===== config.mk =====
export PLATFORM = sky130hd
export DESIGN_NAME = regfile_arbiter
export DESIGN_NICKNAME = d
export VERILOG_FILES = /design/src/rtl/regfile_arb_pkg.sv /design/src/rtl/regfile_arb_pick.sv /design/src/rtl/regfile_arbiter.sv
export SDC_FILE = /design/constraint.sdc
export NUM_CORES = 1
export LEC_CHECK = 0
export CAP_MARGIN = 10
export CORE_MARGIN = 4
export CORE_UTILIZATION = 38
export CTS_CLUSTER_DIAMETER = 120
export CTS_CLUSTER_SIZE = 16
export DETAILED_ROUTE_END_ITERATION = 8
export GPL_ROUTABILITY_DRIVEN = 0
export PLACE_DENSITY = 0.84
export RECOVER_POWER = 50
export SYNTH_ARGS = -nofsm -noshare
export SYNTH_HDL_FRONTEND = slang
export SYNTH_SLANG_ARGS = --single-unit
export TNS_END_PERCENT = 30

===== constraint.sdc =====
create_clock -name clk -period 5.2 [get_ports clk]
set_input_delay 1.04 -clock clk [delete_from_list [all_inputs] [get_ports clk]]
set_output_delay 1.04 -clock clk [all_outputs]
set_load 0.01 [all_outputs]

===== src/rtl/regfile_arb_pkg.sv =====
// Shared encodings and default widths for the register-file arbiter.
// The FSM states and owner codes are consumed by regfile_arbiter and regfile_arb_pick.
package regfile_arb_pkg;

  localparam int DEF_DATA_W = 32;
  localparam int DEF_ADDR_W = 5;

  localparam logic [1:0] ST_IDLE  = 2'd0;
  localparam logic [1:0] ST_ISSUE = 2'd1;
  localparam logic [1:0] ST_WAIT  = 2'd2;
  localparam logic [1:0] ST_DONE  = 2'd3;

  typedef enum logic {
    OWN_CORE = 1'b0,
    OWN_DBG  = 1'b1
  } owner_e;

endpackage


===== src/rtl/regfile_arb_pick.sv =====
// Core-first request picker with a starvation counter.
// After STARVE_LIMIT core grants with debug waiting, debug gets a turn.
module regfile_arb_pick
  import regfile_arb_pkg::*;
#(
  parameter int STARVE_LIMIT = 4
) (
  input  logic clk,
  input  logic rst,
  input  logic arb_en,
  input  logic core_req,
  input  logic dbg_req,
  output logic grant_core,
  output logic grant_dbg,
  output logic any_grant
);

  localparam logic [3:0] LIMIT = 4'(STARVE_LIMIT);

  logic [3:0] r_starveCnt;
  logic       w_starved;

  always_comb begin
    w_starved  = dbg_req && (r_starveCnt == LIMIT);
    grant_dbg  = arb_en && dbg_req && (!core_req || w_starved);
    grant_core = arb_en && core_req && !grant_dbg;
    any_grant  = grant_core || grant_dbg;
  end

  // Counter only moves at arbitration points; it counts core wins debug had to sit through.
  always_ff @(posedge clk or posedge rst) begin
    if (rst) begin
      r_starveCnt <= 4'd0;
    end else if (arb_en) begin
      if (grant_dbg || !dbg_req) begin
        r_starveCnt <= 4'd0;
      end else if (grant_core) begin
        r_starveCnt <= r_starveCnt + 4'd1;
      end
    end
  end

endmodule


===== src/rtl/regfile_arbiter.sv =====
// Shares the en/register_done register-file handshake between the core and the debug port.
// One transaction at a time: IDLE -> ISSUE -> WAIT -> DONE, all outputs registered.
module regfile_arbiter
  import regfile_arb_pkg::*;
#(
  parameter int DATA_W       = DEF_DATA_W,
  parameter int ADDR_W       = DEF_ADDR_W,
  parameter int STARVE_LIMIT = 4,
  parameter int TIMEOUT      = 8
) (
  input  logic              clk,
  input  logic              rst,
  input  logic              core_req,
  input  logic              core_we,
  input  logic [ADDR_W-1:0] core_ra1,
  input  logic [ADDR_W-1:0] core_ra2,
  input  logic [ADDR_W-1:0] core_wa,
  input  logic [DATA_W-1:0] core_wd,
  output logic              core_ack,
  output logic              core_err,
  output logic [DATA_W-1:0] core_rd1,
  output logic [DATA_W-1:0] core_rd2,
  input  logic              dbg_req,
  input  logic              dbg_we,
  input  logic [ADDR_W-1:0] dbg_addr,
  input  logic [DATA_W-1:0] dbg_wd,
  output logic              dbg_ack,
  output logic              dbg_err,
  output logic [DATA_W-1:0] dbg_rd,
  output logic              rf_en,
  output logic              rf_reg_write,
  output logic [ADDR_W-1:0] rf_read_reg1,
  output logic [ADDR_W-1:0] rf_read_reg2,
  output logic [ADDR_W-1:0] rf_write_reg,
  output logic [DATA_W-1:0] rf_write_data,
  input  logic [DATA_W-1:0] rf_read_data1,
  input  logic [DATA_W-1:0] rf_read_data2,
  input  logic              rf_done,
  output logic              busy
);

  localparam logic [7:0] WAIT_LAST = 8'(TIMEOUT - 1);

  logic [1:0] r_state;
  owner_e     r_owner;
  logic [7:0] r_waitCnt;
  logic       w_grantCore;
  logic       w_grantDbg;
  logic       w_anyGrant;

  regfile_arb_pick #(
    .STARVE_LIMIT(STARVE_LIMIT)
  ) u_pick (
    .clk       (clk),
    .rst       (rst),
    .arb_en    (r_state == ST_IDLE),
    .core_req  (core_req),
    .dbg_req   (dbg_req),
    .grant_core(w_grantCore),
    .grant_dbg (w_grantDbg),
    .any_grant (w_anyGrant)
  );

  // Acks and rf_en are single-cycle pulses; everything else holds until next written.
  always_ff @(posedge clk or posedge rst) begin
    if (rst) begin
      r_state       <= ST_IDLE;
      r_owner       <= OWN_CORE;
      r_waitCnt     <= 8'd0;
      core_ack      <= 1'b0;
      core_err      <= 1'b0;
      core_rd1      <= '0;
      core_rd2      <= '0;
      dbg_ack       <= 1'b0;
      dbg_err       <= 1'b0;
      dbg_rd        <= '0;
      rf_en         <= 1'b0;
      rf_reg_write  <= 1'b0;
      rf_read_reg1  <= '0;
      rf_read_reg2  <= '0;
      rf_write_reg  <= '0;
      rf_write_data <= '0;
      busy          <= 1'b0;
    end else begin
      core_ack <= 1'b0;
      dbg_ack  <= 1'b0;
      rf_en    <= 1'b0;
      case (r_state)
        ST_IDLE: begin
          if (w_anyGrant) begin
            if (w_grantCore) begin
              r_owner       <= OWN_CORE;
              rf_reg_write  <= core_we;
              rf_read_reg1  <= core_ra1;
              rf_read_reg2  <= core_ra2;
              rf_write_reg  <= core_wa;
              rf_write_data <= core_wd;
            end else begin
              r_owner       <= OWN_DBG;
              rf_reg_write  <= dbg_we;
              rf_read_reg1  <= dbg_addr;
              rf_read_reg2  <= dbg_addr;
              rf_write_reg  <= dbg_addr;
              rf_write_data <= dbg_wd;
            end
            r_waitCnt <= 8'd0;
            rf_en     <= 1'b1;
            busy      <= 1'b1;
            r_state   <= ST_ISSUE;
          end
        end
        ST_ISSUE: begin
          r_state <= ST_WAIT;
        end
        ST_WAIT: begin
          // A timeout completes like a normal transaction but with err set and zeroed data.
          if (rf_done || (r_waitCnt == WAIT_LAST)) begin
            if (r_owner == OWN_CORE) begin
              core_ack <= 1'b1;
              core_err <= !rf_done;
              core_rd1 <= rf_done ? rf_read_data1 : '0;
              core_rd2 <= rf_done ? rf_read_data2 : '0;
            end else begin
              dbg_ack <= 1'b1;
              dbg_err <= !rf_done;
              dbg_rd  <= rf_done ? rf_read_data1 : '0;
            end
            r_state <= ST_DONE;
          end else begin
            r_waitCnt <= r_waitCnt + 8'd1;
          end
        end
        default: begin
          busy    <= 1'b0;
          r_state <= ST_IDLE;
        end
      endcase
    end
  end

endmodule


==> run summary, run 1 <==
Initial Util = 0.3875
commonest cells after routing, fill and taps aside = clkdlybuf4s50_1 (267), dfrtp_1 (165), a22o_1 (97), nand2_1 (59), mux2i_1 (50)
setup ws final = 1.863 ns
die span in y = 140.8 um
peak supply drop = 0.2854 mV
Core Area = 0.01730 mm^2
sequential fraction of design power = 0.355
cell taking the most area after synthesis = dfrtp_1
layout cells sized above 1 = 0.05065
outcome = finished with violations
DP HPWL = 15480 um
min Tclk post-route = 3.337 ns
Detailed Routing Iterations Pass 1 = 5
Post-synth ARST share = 1.000
vias in the first global route = 5713
hold path cells = 2
pre-CTS WS = 1.507 ns
flop2flop setup slack = 2.21 ns
Mapped Area = 0.006703 mm^2
RSZ-0062 raised after global routing = no
DRC violations left = 0
cts repair resizes = 0
fillers = 1379
violations in the final reports = capacitance limit, slew limit
routed len/inst = 19.27 um
via density per instance = 5.249
Setup CP Type = input pin to flop
synthesized flop and latch total = 165
Tightest Pin Transition = 1.700 ns
sw power = 2.139 mW
H-tree level count = 4
leading post-synthesis cells by cell area = dfrtp_1 (62%), a22o_1 (13%), mux2i_1 (7.5%), nand2_1 (3.4%), o21ai_0 (3.0%)
critical path launch point type = input pin
syn avg cell area = 12.32 um^2
Comb power frac = 0.445
share of the yosys chip area belonging to registers = 0.6160
Pins Over Slew Limit = 68
Chip Width = 140.8 um
Synth Net Count = 705
Critical R2R Launch = r_state[0]$_DFFE_PP0P_
Post-synth EDFFs = 0
crit path capture type = flop
Worst Reg-to-Reg Cells = 6
Distinct cells, synth = 42
slowest cell on the critical path = nand2_2
max_slew headroom = -0.1331
Critical Path Fanout Max = 57
Int Power = 4.050 mW
CTS max path bufs = 2
HP Start = rf_write_reg[4]$_DFFE_PP0P_
area of the die = 0.01983 mm^2
Overflow after GRT = 0
setup_tns = 0 ns
YS warnings = 0
Root Driver = clkbuf_16
Crit path arrival time = 3.61 ns
initial drt markers = 223
io pins = 305
footprint of the multi-input gates = 0.002362 mm^2
Clk Latency, worst-skew pair = 0.42 ns
Hold-fix buffers, CTS = 0
Synth Instances = 544
leakage = 4.515 nW
Reg clk slew, reported paths = 0.06 ns
Critical Path Max Stage Delay = 0.71 ns
commonest non-fill, non-tap cell in the layout = clkdlybuf4s50_1
drt total wl = 20700 um
NumNets Final = 997
delay-heaviest family, CP = simple AND/OR/NAND/NOR gates
Clock Sinks = 165
CP required = 5.48 ns
post-CTS setup buffers = 0
initial antenna violation count = 0
first-pass GRT wire length = 32480 um
Layout area overhead = 56.86%
worst reg2reg path endpoint = rf_write_data[18]$_DFFE_PP0P_
Worst Path Buf+Inv = 2
final worst path period share = 0.6418
DR vias = 5637
CTS tree = yes
Rows = 48
CTS Buf Count = 17
Final Util = 0.6079
Detail Route Antenna Nets = 0
Fin. Hold Viols = 0
total global-route track usage = 0.2084
Setup Skew = 0.008900 ns
Max Clk Rate = 299.7 MHz
fraction of power spent switching nets = 0.3456
crit-path cells = dlygate4sd3_1, or3b_1, nand2_2, buf_4, o21ai_0
largest net degree at the start of global routing = 97
total power = 6.189 mW
Clk pwr share = 0.200
Max Cap Violations = 2
number of diodes = 0
# setup viols final = 0
Worst Hold Class = flop to flop
# port buffers = 304
top_reg_cell synth = dfrtp_1
post-synth top area share = 0.6160
Hold Crit Endpoint = rf_write_reg[4]$_DFFE_PP0P_
Sequential Area = 0.004129 mm^2
PD cells = 588.7 mW/mm^2
==> how the worst max path moves through the flow <==
stage	cells after the start	endpoint	startpoint	slack [ns]
finish	5	rf_write_data[18]$_DFFE_PP0P_	dbg_req	1.86
floorplan	1	busy$_DFFE_PP0P_	rst	2.06
global placement	5	rf_write_data[27]$_DFFE_PP0P_	dbg_req	1.66
CTS	5	rf_write_data[18]$_DFFE_PP0P_	dbg_req	1.96
global route	5	rf_write_data[18]$_DFFE_PP0P_	dbg_req	1.66
detailed placement	5	rf_write_data[18]$_DFFE_PP0P_	dbg_req	1.51
==> cell type report <==
class,count,share of cell area
timing repair buffer,312,0.2968
clock inverter,13,0.01321
multi-input combinational,330,0.2247
sequential,165,0.3927
inverter,10,0.003689
clock buffer,19,0.04213
tap,225,0.02678
==> power by group through the flow <==
stage	clock network, mW	logic [mW]	registers, mW
finish	1.24	2.75	2.20
global route	1.32	2.98	2.28
floorplan	0	1.07	2.42
global placement	0	2.75	2.19
CTS	1.27	2.84	2.21
detailed placement	0	2.82	2.22
==> cell usage after synthesis (2+ instances only) <==
master,n
buf_4,2
nor2_1,10
o21ai_1,17
nor2b_1,2
mux2i_1,50
nand2_1,60
o22ai_1,2
o21ai_0,40
nand3_1,6
clkbuf_1,18
nor3b_1,2
a211o_1,2
inv_1,10
buf_6,5
o22a_1,2
a21oi_1,4
and3_1,2
a22o_1,97
nand2b_1,5
ha_1,6
o211ai_1,3
a31oi_1,2
dfrtp_1,165
and2_1,2
buf_2,13
==> tightest hold or removal path: cells and delay by family, from the launching register on <==
family / cells / cell delay (ns)
flip-flops: 1 / 0.34
AO/OA/AOI/OAI: 1 / 0.06
AND/OR/NAND/NOR: 1 / 0.05
==> routing by layer <==
metal	share of wire	global-route usage	routed length, um	up-vias
met5	0	0	0	-
met4	0.020	0.06680	418	0
met3	0.093	0.06072	1919	27
met2	0.48	0.3390	10020	298
met1	0.40	0.2699	8339	2730
li1	-	-	-	2582
==> cells by family after synthesis <==
kind of cell	Yosys count	synth area share
adder cells (fa/ha/maj)	6	0.01120
AND/OR/NAND/NOR	99	0.06888
buffers and inverters	49	0.03659
multiplexers	51	0.07635
AO/OA/AOI/OAI	174	0.1910
flip-flops	165	0.6160
==> stage by stage <==
| step | cells | instance area (um^2) | hold slack, ns |
|---|---|---|---|
| finish | 1074 | 10510 | 0.4820 |
| global route | 1074 | 10510 | 0.4996 |
| CTS | 1074 | 10520 | 0.4859 |
| detailed placement | 1042 | 9942 | 0.4701 |
| floorplan | 544 | 6706 | 0.4600 |
| global placement | 1042 | 9942 | 0.4615 |
(Power assumes the default switching activity.)
==> run 2: changes to the inputs <==
--- a/config.mk
+++ b/config.mk
@@ -7,12 +7,12 @@
 export LEC_CHECK = 0
 export CAP_MARGIN = 10
 export CORE_MARGIN = 4
-export CORE_UTILIZATION = 38
+export CORE_UTILIZATION = 40
 export CTS_CLUSTER_DIAMETER = 120
 export CTS_CLUSTER_SIZE = 16
 export DETAILED_ROUTE_END_ITERATION = 8
 export GPL_ROUTABILITY_DRIVEN = 0
-export PLACE_DENSITY = 0.84
+export PLACE_DENSITY = 0.85
 export RECOVER_POWER = 50
 export SYNTH_ARGS = -nofsm -noshare
 export SYNTH_HDL_FRONTEND = slang
==> constraint.sdc (replaced) <==
create_clock -name clk -period 3.4 [get_ports clk]
set_input_delay 0.68 -clock clk [delete_from_list [all_inputs] [get_ports clk]]
set_output_delay 0.68 -clock clk [all_outputs]
set_load 0.01 [all_outputs]
==> run 2 against run 1 <==
  * The flow still finishes with violations (capacitance limit, slew limit)
  * Combinational power rose by 53%
  * Clock skew rose by 0.0035 ns
  * Sequential share of layout area fell by 0.32 points
  * Flip-flop and latch count did not move
  * Clock power rose by 56%
  * Critical endpoint is now dbg_rd[16]$_DFFE_PP0P_
==> run summary, run 2 (same netlist as run 1, synthesis figures left out) <==
outcome = finished with violations (unchanged)
violations in the final reports = capacitance limit, slew limit (unchanged)
NumNets Final = 1003 (was 997)
Hold-fix buffers, CTS = 0 (unchanged)
Setup Skew = 0.01243 ns (was 0.008900 ns)
M1 wire length = 7653 um (was 8339 um)
first-pass GRT wire length = 30250 um (was 32480 um)
DRC violations left = 0 (unchanged)
Root Driver = clkbuf_16 (unchanged)
Detailed Routing Iterations Pass 1 = 4 (was 5)
setup_tns = 0 ns (unchanged)
cts repair resizes = 0 (unchanged)
Setup CP Type = flop to flop (was input pin to flop)
min Tclk post-route = 2.741 ns
largest net degree at the start of global routing = 74 (was 97)
Max Cap Violations = 1 (was 2)
Overflow after GRT = 0 (unchanged)
metal2 WL = 9638 um (was 10020 um)
routed len/inst = 18.52 um (was 19.27 um)
Detail Route Antenna Nets = 0 (unchanged)
Crit path arrival time = 3.09 ns (was 3.61 ns)
die span in y = 137.4 um (was 140.8 um)
total global-route track usage = 0.2067 (was 0.2084)
Critical Path Max Stage Delay = 1.22 ns (was 0.71 ns)
Clk Latency, worst-skew pair = 0.42 ns (about the same)
Pins Over Slew Limit = 34 (was 68)
number of diodes = 0 (unchanged)
PD cells = 893.6 mW/mm^2 (was 588.7 mW/mm^2)
fillers = 1253 (was 1379)
critical path launch point type = flop (was input pin)
via density per instance = 5.185 (was 5.249)
commonest non-fill, non-tap cell in the layout = clkdlybuf4s50_1 (unchanged)
CP required = 3.75 ns (was 5.48 ns)
layout cells sized above 1 = 0.05731 (was 0.05065)
# port buffers = 304 (unchanged)
final worst path period share = 0.8063
io pins = 305 (unchanged)
area of the die = 0.01889 mm^2 (was 0.01983 mm^2)
slowest cell on the critical path = clkbuf_1 (was nand2_2)
Worst Path Buf+Inv = 2 (unchanged)
total power = 9.473 mW (was 6.189 mW)
post-CTS setup buffers = 0 (unchanged)
Max Used Layer = met4 (unchanged)
H-tree level count = 4 (unchanged)
vias in the first global route = 5521 (was 5713)
# setup viols final = 0 (unchanged)
DR vias = 5574 (was 5637)
peak supply drop = 0.4827 mV (was 0.2854 mV)
max_slew headroom = -0.1323 (was -0.1331)
commonest cells after routing, fill and taps aside = clkdlybuf4s50_1 (235), dfrtp_1 (165), a22o_1 (97), dlygate4sd3_1 (69), nand2_1 (59) (was clkdlybuf4s50_1 (267), dfrtp_1 (165), a22o_1 (97), nand2_1 (59), mux2i_1 (50))
Fin. Hold Viols = 0 (unchanged)
CTS Buf Count = 17 (unchanged)
Tightest Pin Transition = 1.698 ns (was 1.700 ns)
met3 WL post-DR = 2310 um (was 1919 um)
crit path capture type = flop (unchanged)
initial antenna violation count = 0 (unchanged)
leakage = 4.633 nW (was 4.515 nW)
CTS tree = yes (unchanged)
Worst Hold Class = flop to flop (unchanged)
DP HPWL = 14620 um (was 15480 um)
RSZ-0062 raised after global routing = no (unchanged)
crit-path cells = inv_1, ha_1, and3_1, clkbuf_1, a22o_1 (was dlygate4sd3_1, or3b_1, nand2_2, buf_4, o21ai_0)
Layout area overhead = 58.17% (was 56.86%)
Final Util = 0.6416 (was 0.6079)
Max Clk Rate = 364.8 MHz
initial drt markers = 274 (was 223)
Core Area = 0.01652 mm^2 (was 0.01730 mm^2)
Reg clk slew, reported paths = 0.07 ns (was 0.06 ns)
CTS max path bufs = 2 (unchanged)
Critical Path Fanout Max = 33 (was 57)
Initial Util = 0.4056 (was 0.3875)
Rows = 47 (was 48)
drt total wl = 19910 um (was 20700 um)
Clock Sinks = 165 (unchanged)
Chip Width = 137.4 um (was 140.8 um)
delay-heaviest family, CP = buffers and inverters (was simple AND/OR/NAND/NOR gates)
## run 2: cell types whose count changed in the layout (fill, tap and decap cells not counted), moves of 2 or more
| cell | previous run | this run |
|---|---|---|
| clkdlybuf4s50_1 | 267 | 235 |
| dlygate4sd3_1 | 37 | 69 |
| clkinvlp_4 | 5 | 1 |
| buf_12 | 2 | 5 |
| buf_4 | 4 | 6 |
| clkbuf_4 | 0 | 2 |
| clkinv_2 | 0 | 2 |
## run 2: worst min-delay path: cells and delay by family (launching register included)
kind               cells  cell delay, ns
DFF                    1            0.34
and+or+nand+nor        1            0.04
AOI/OAI and AO/OA      1            0.06
## run 2: area by class of cell
class	instances	area, um^2	area share
Inverter	10	38.79	0.003659
Timing Repair Buffer	318	3207	0.3025
Tap cell	220	275.3	0.02596
Multi-Input combinational cell	330	2356	0.2222
Clock inverter	14	166.4	0.01570
Sequential cell	165	4129	0.3895
Clock buffer	18	429.2	0.04048
## run 2: worst paths after layout
path,from,end,slack [ns],cells past startpoint
worst min-delay path,rf_write_reg[1]$_DFFE_PP0P_,rf_write_reg[1]$_DFFE_PP0P_,0.47,2
worst min register to register,rf_write_reg[1]$_DFFE_PP0P_,rf_write_reg[1]$_DFFE_PP0P_,0.47,2
worst max register to register,r_state[0]$_DFFE_PP0P_,dbg_rd[16]$_DFFE_PP0P_,0.66,5
min in group asynchronous,rst,core_rd2[2]$_DFFE_PP0P_,0.91,2
max in group asynchronous,rst,core_rd2[9]$_DFFE_PP0P_,0.97,3
worst max-delay path,r_state[0]$_DFFE_PP0P_,dbg_rd[16]$_DFFE_PP0P_,0.66,5
## run 2: routing by layer
layer / global-route usage / vias to the layer above
met3: 0.07999 / 21
met4: 0.06375 / 0
met2: 0.3403 / 272
met1: 0.2512 / 2676
li1: - / 2605
met5: 0 / -
## run 2: through the flow
step                      hold WS, ns  worst slack (ns)  cell area (um^2)  std cells
after floorplan                0.4600            0.6212              6706        544
after global placement         0.4628            0.7989             10040       1043
after detailed placement       0.4692            0.7580             10040       1043
after global routing           0.5074            0.4303             10600       1075
after CTS                      0.4843            0.9713             10640       1075
final                          0.4728            0.6587             10600       1075
## run 2: report_power, final
| part | switching, mW | internal [mW] | leakage [nW] |
|---|---|---|---|
| Sequential | 0.493 | 2.84 | 2.08 |
| Clock | 0.833 | 1.10 | 0.291 |
| Combinational | 1.90 | 2.30 | 2.26 |
==> run 3: changes to the inputs <==
==> constraint.sdc (replaced) <==
create_clock -name clk -period 2.6 [get_ports clk]
set_input_delay 0.52 -clock clk [delete_from_list [all_inputs] [get_ports clk]]
set_output_delay 0.52 -clock clk [all_outputs]
set_load 0.01 [all_outputs]
==> run 3 against run 2 <==
  * Flip-flop and latch count did not move
  * Critical path depth rose by 1
  * Largest cell class unchanged
  * Wire length rose by 2.6%
  * Global-route usage rose by 0.46 points
  * The flow now finishes without violations
==> run summary, run 3 (same netlist as run 1, synthesis figures left out) <==
Setup CP Type = flop to flop (unchanged)
area of the die = 0.01889 mm^2 (unchanged)
cts repair resizes = 0 (unchanged)
peak supply drop = 0.5676 mV (was 0.4827 mV)
Final Util = 0.6470 (was 0.6416)
Clock Sinks = 165 (unchanged)
total global-route track usage = 0.2113 (was 0.2067)
initial drt markers = 269 (was 274)
fraction of power spent switching nets = 0.3351 (was 0.3407)
Overflow after GRT = 0 (unchanged)
Initial Util = 0.4056 (unchanged)
outcome = completed (was finished with violations)
drt total wl = 20420 um (was 19910 um)
setup ws final = 0.3824 ns (was 0.6587 ns)
io pins = 305 (unchanged)
routed len/inst = 19.01 um (was 18.52 um)
Critical Path Fanout Max = 41 (was 33)
worst reg2reg path endpoint = core_rd2[10]$_DFFE_PP0P_ (was dbg_rd[16]$_DFFE_PP0P_)
Worst Hold Class = flop to flop (unchanged)
crit path capture type = flop (unchanged)
final worst path period share = 0.8529 (was 0.8063)
Root Driver = clkbuf_16 (unchanged)
NumNets Final = 1002 (was 1003)
Crit path arrival time = 2.57 ns (was 3.09 ns)
CP required = 2.95 ns (was 3.75 ns)
RSZ-0062 raised after global routing = no (unchanged)
Detail Route Antenna Nets = 0 (unchanged)
setup_tns = 0 ns (unchanged)
final instance area = 0.01069 mm^2 (was 0.01060 mm^2)
critical path launch point type = flop (unchanged)
crit path from = r_state[0]$_DFFE_PP0P_ (unchanged)
Setup Skew = 0.01008 ns (was 0.01243 ns)
fillers = 1236 (was 1253)
pre-CTS WS = 0.2175 ns (was 0.7580 ns)
footprint of the multi-input gates = 0.002362 mm^2 (was 0.002356 mm^2)
Max Clk Rate = 450.9 MHz (was 364.8 MHz)
DR vias = 5563 (was 5574)
Hold-fix buffers, CTS = 0 (unchanged)
largest net degree at the start of global routing = 78 (was 74)
Clk pwr share = 0.224 (was 0.205)
Tightest Pin Transition = 1.025 ns (was 1.698 ns)
crit path capture = core_rd2[10]$_DFFE_PP0P_ (was dbg_rd[16]$_DFFE_PP0P_)
# port buffers = 304 (unchanged)
max_slew headroom = 0.3168 (was -0.1323)
Reg clk slew, reported paths = 0.07 ns (about the same)
vias in the first global route = 5752 (was 5521)
PD cells = 1191 mW/mm^2 (was 893.6 mW/mm^2)
DP Area = 0.01005 mm^2 (was 0.01004 mm^2)
min Tclk post-route = 2.218 ns (was 2.741 ns)
Int Power = 8.469 mW (was 6.245 mW)
H-tree level count = 4 (unchanged)
die span in y = 137.4 um (unchanged)
Pins Over Slew Limit = 0 (was 34)
CTS max path bufs = 2 (unchanged)
Comb power frac = 0.433 (was 0.443)
# setup viols final = 0 (unchanged)
layout cells sized above 1 = 0.05855 (was 0.05731)
DRC violations left = 0 (unchanged)
commonest cells after routing, fill and taps aside = clkdlybuf4s50_1 (233), dfrtp_1 (165), a22o_1 (97), dlygate4sd3_1 (71), nand2_1 (59) (was clkdlybuf4s50_1 (235), dfrtp_1 (165), a22o_1 (97), dlygate4sd3_1 (69), nand2_1 (59))
Layout area overhead = 59.51% (was 58.17%)
Worst Reg-to-Reg Cells = 6 (was 5)
via density per instance = 5.180 (was 5.185)
initial antenna violation count = 0 (unchanged)
Rows = 47 (unchanged)
Sequential Area = 0.004129 mm^2 (unchanged)
post-CTS setup buffers = 0 (unchanged)
CTS tree = yes (unchanged)
DP HPWL = 15040 um (was 14620 um)
Detailed Routing Iterations Pass 1 = 4 (unchanged)
Hold WS = 0.4771 ns (was 0.4728 ns)
Core Area = 0.01652 mm^2 (unchanged)
number of diodes = 0 (unchanged)
sequential fraction of design power = 0.343 (was 0.352)
Critical R2R Launch = r_state[0]$_DFFE_PP0P_ (unchanged)
flop2flop setup slack = 0.38 ns (was 0.66 ns)
Max Cap Violations = 0 (was 1)
Clk Latency, worst-skew pair = 0.42 ns (about the same)
commonest non-fill, non-tap cell in the layout = clkdlybuf4s50_1 (unchanged)
sw power = 4.269 mW (was 3.228 mW)
Chip Width = 137.4 um (unchanged)
CTS Buf Count = 17 (unchanged)
leakage = 4.686 nW (was 4.633 nW)
first-pass GRT wire length = 30730 um (was 30250 um)
Fin. Hold Viols = 0 (unchanged)
[run 3: power groups by stage]
stage | registers [mW] | clock network [mW] | logic, mW
finish | 4.37 | 2.85 | 5.52
global route | 4.51 | 3.02 | 5.99
CTS | 4.40 | 2.90 | 5.78
detailed placement | 4.42 | 0 | 5.74
global placement | 4.37 | 0 | 5.63
floorplan | 4.84 | 0 | 2.14
[run 3: worst min-delay path by stage]
stage	startpoint	to	slack, ns	cells past startpoint
finish	rf_write_data[26]$_DFFE_PP0P_	rf_write_data[26]$_DFFE_PP0P_	0.48	2
global route	rf_read_reg1[4]$_DFFE_PP0P_	rf_read_reg1[4]$_DFFE_PP0P_	0.50	2
CTS	rst	core_rd2[0]$_DFFE_PP0P_	0.42	2
detailed placement	rf_write_data[17]$_DFFE_PP0P_	rf_write_data[17]$_DFFE_PP0P_	0.47	2
global placement	rf_read_reg2[0]$_DFFE_PP0P_	rf_read_reg2[0]$_DFFE_PP0P_	0.46	2
floorplan	r_state[0]$_DFFE_PP0P_	r_state[0]$_DFFE_PP0P_	0.46	1
[run 3: layer usage]
metal  up-vias  track usage  wire [um]
met3        24      0.08802       2321
met4         0      0.06541        386
met5         -            0          0
met2       245       0.3503      10020
li1       2595            -          -
met1      2699       0.2505       7690
[run 3: worst max-delay path, cell delays in order, from the launching register on]
cell and delay (ns):
dfrtp_1 0.38, inv_1 0.10, ha_1 0.42, nor2b_1 0.35, and2_2 0.42, buf_12 0.26, a22o_1 0.19
[run 3: cell type report]
| class | instances | area share |
|---|---|---|
| Timing Repair Buffer | 317 | 0.3015 |
| Sequential cell | 165 | 0.3862 |
| Inverter | 10 | 0.003628 |
| Clock inverter | 14 | 0.02188 |
| Tap cell | 220 | 0.02575 |
| Multi-Input combinational cell | 330 | 0.2209 |
| Clock buffer | 18 | 0.04014 |
[run 3: per-stage QoR]
step,total power [mW],std cells
6_report,12.74,1074
3_3_place_gp,10.00,1042
2_1_floorplan,6.985,544
4_1_cts,13.07,1074
5_1_grt,13.52,1074
3_5_place_dp,10.16,1042
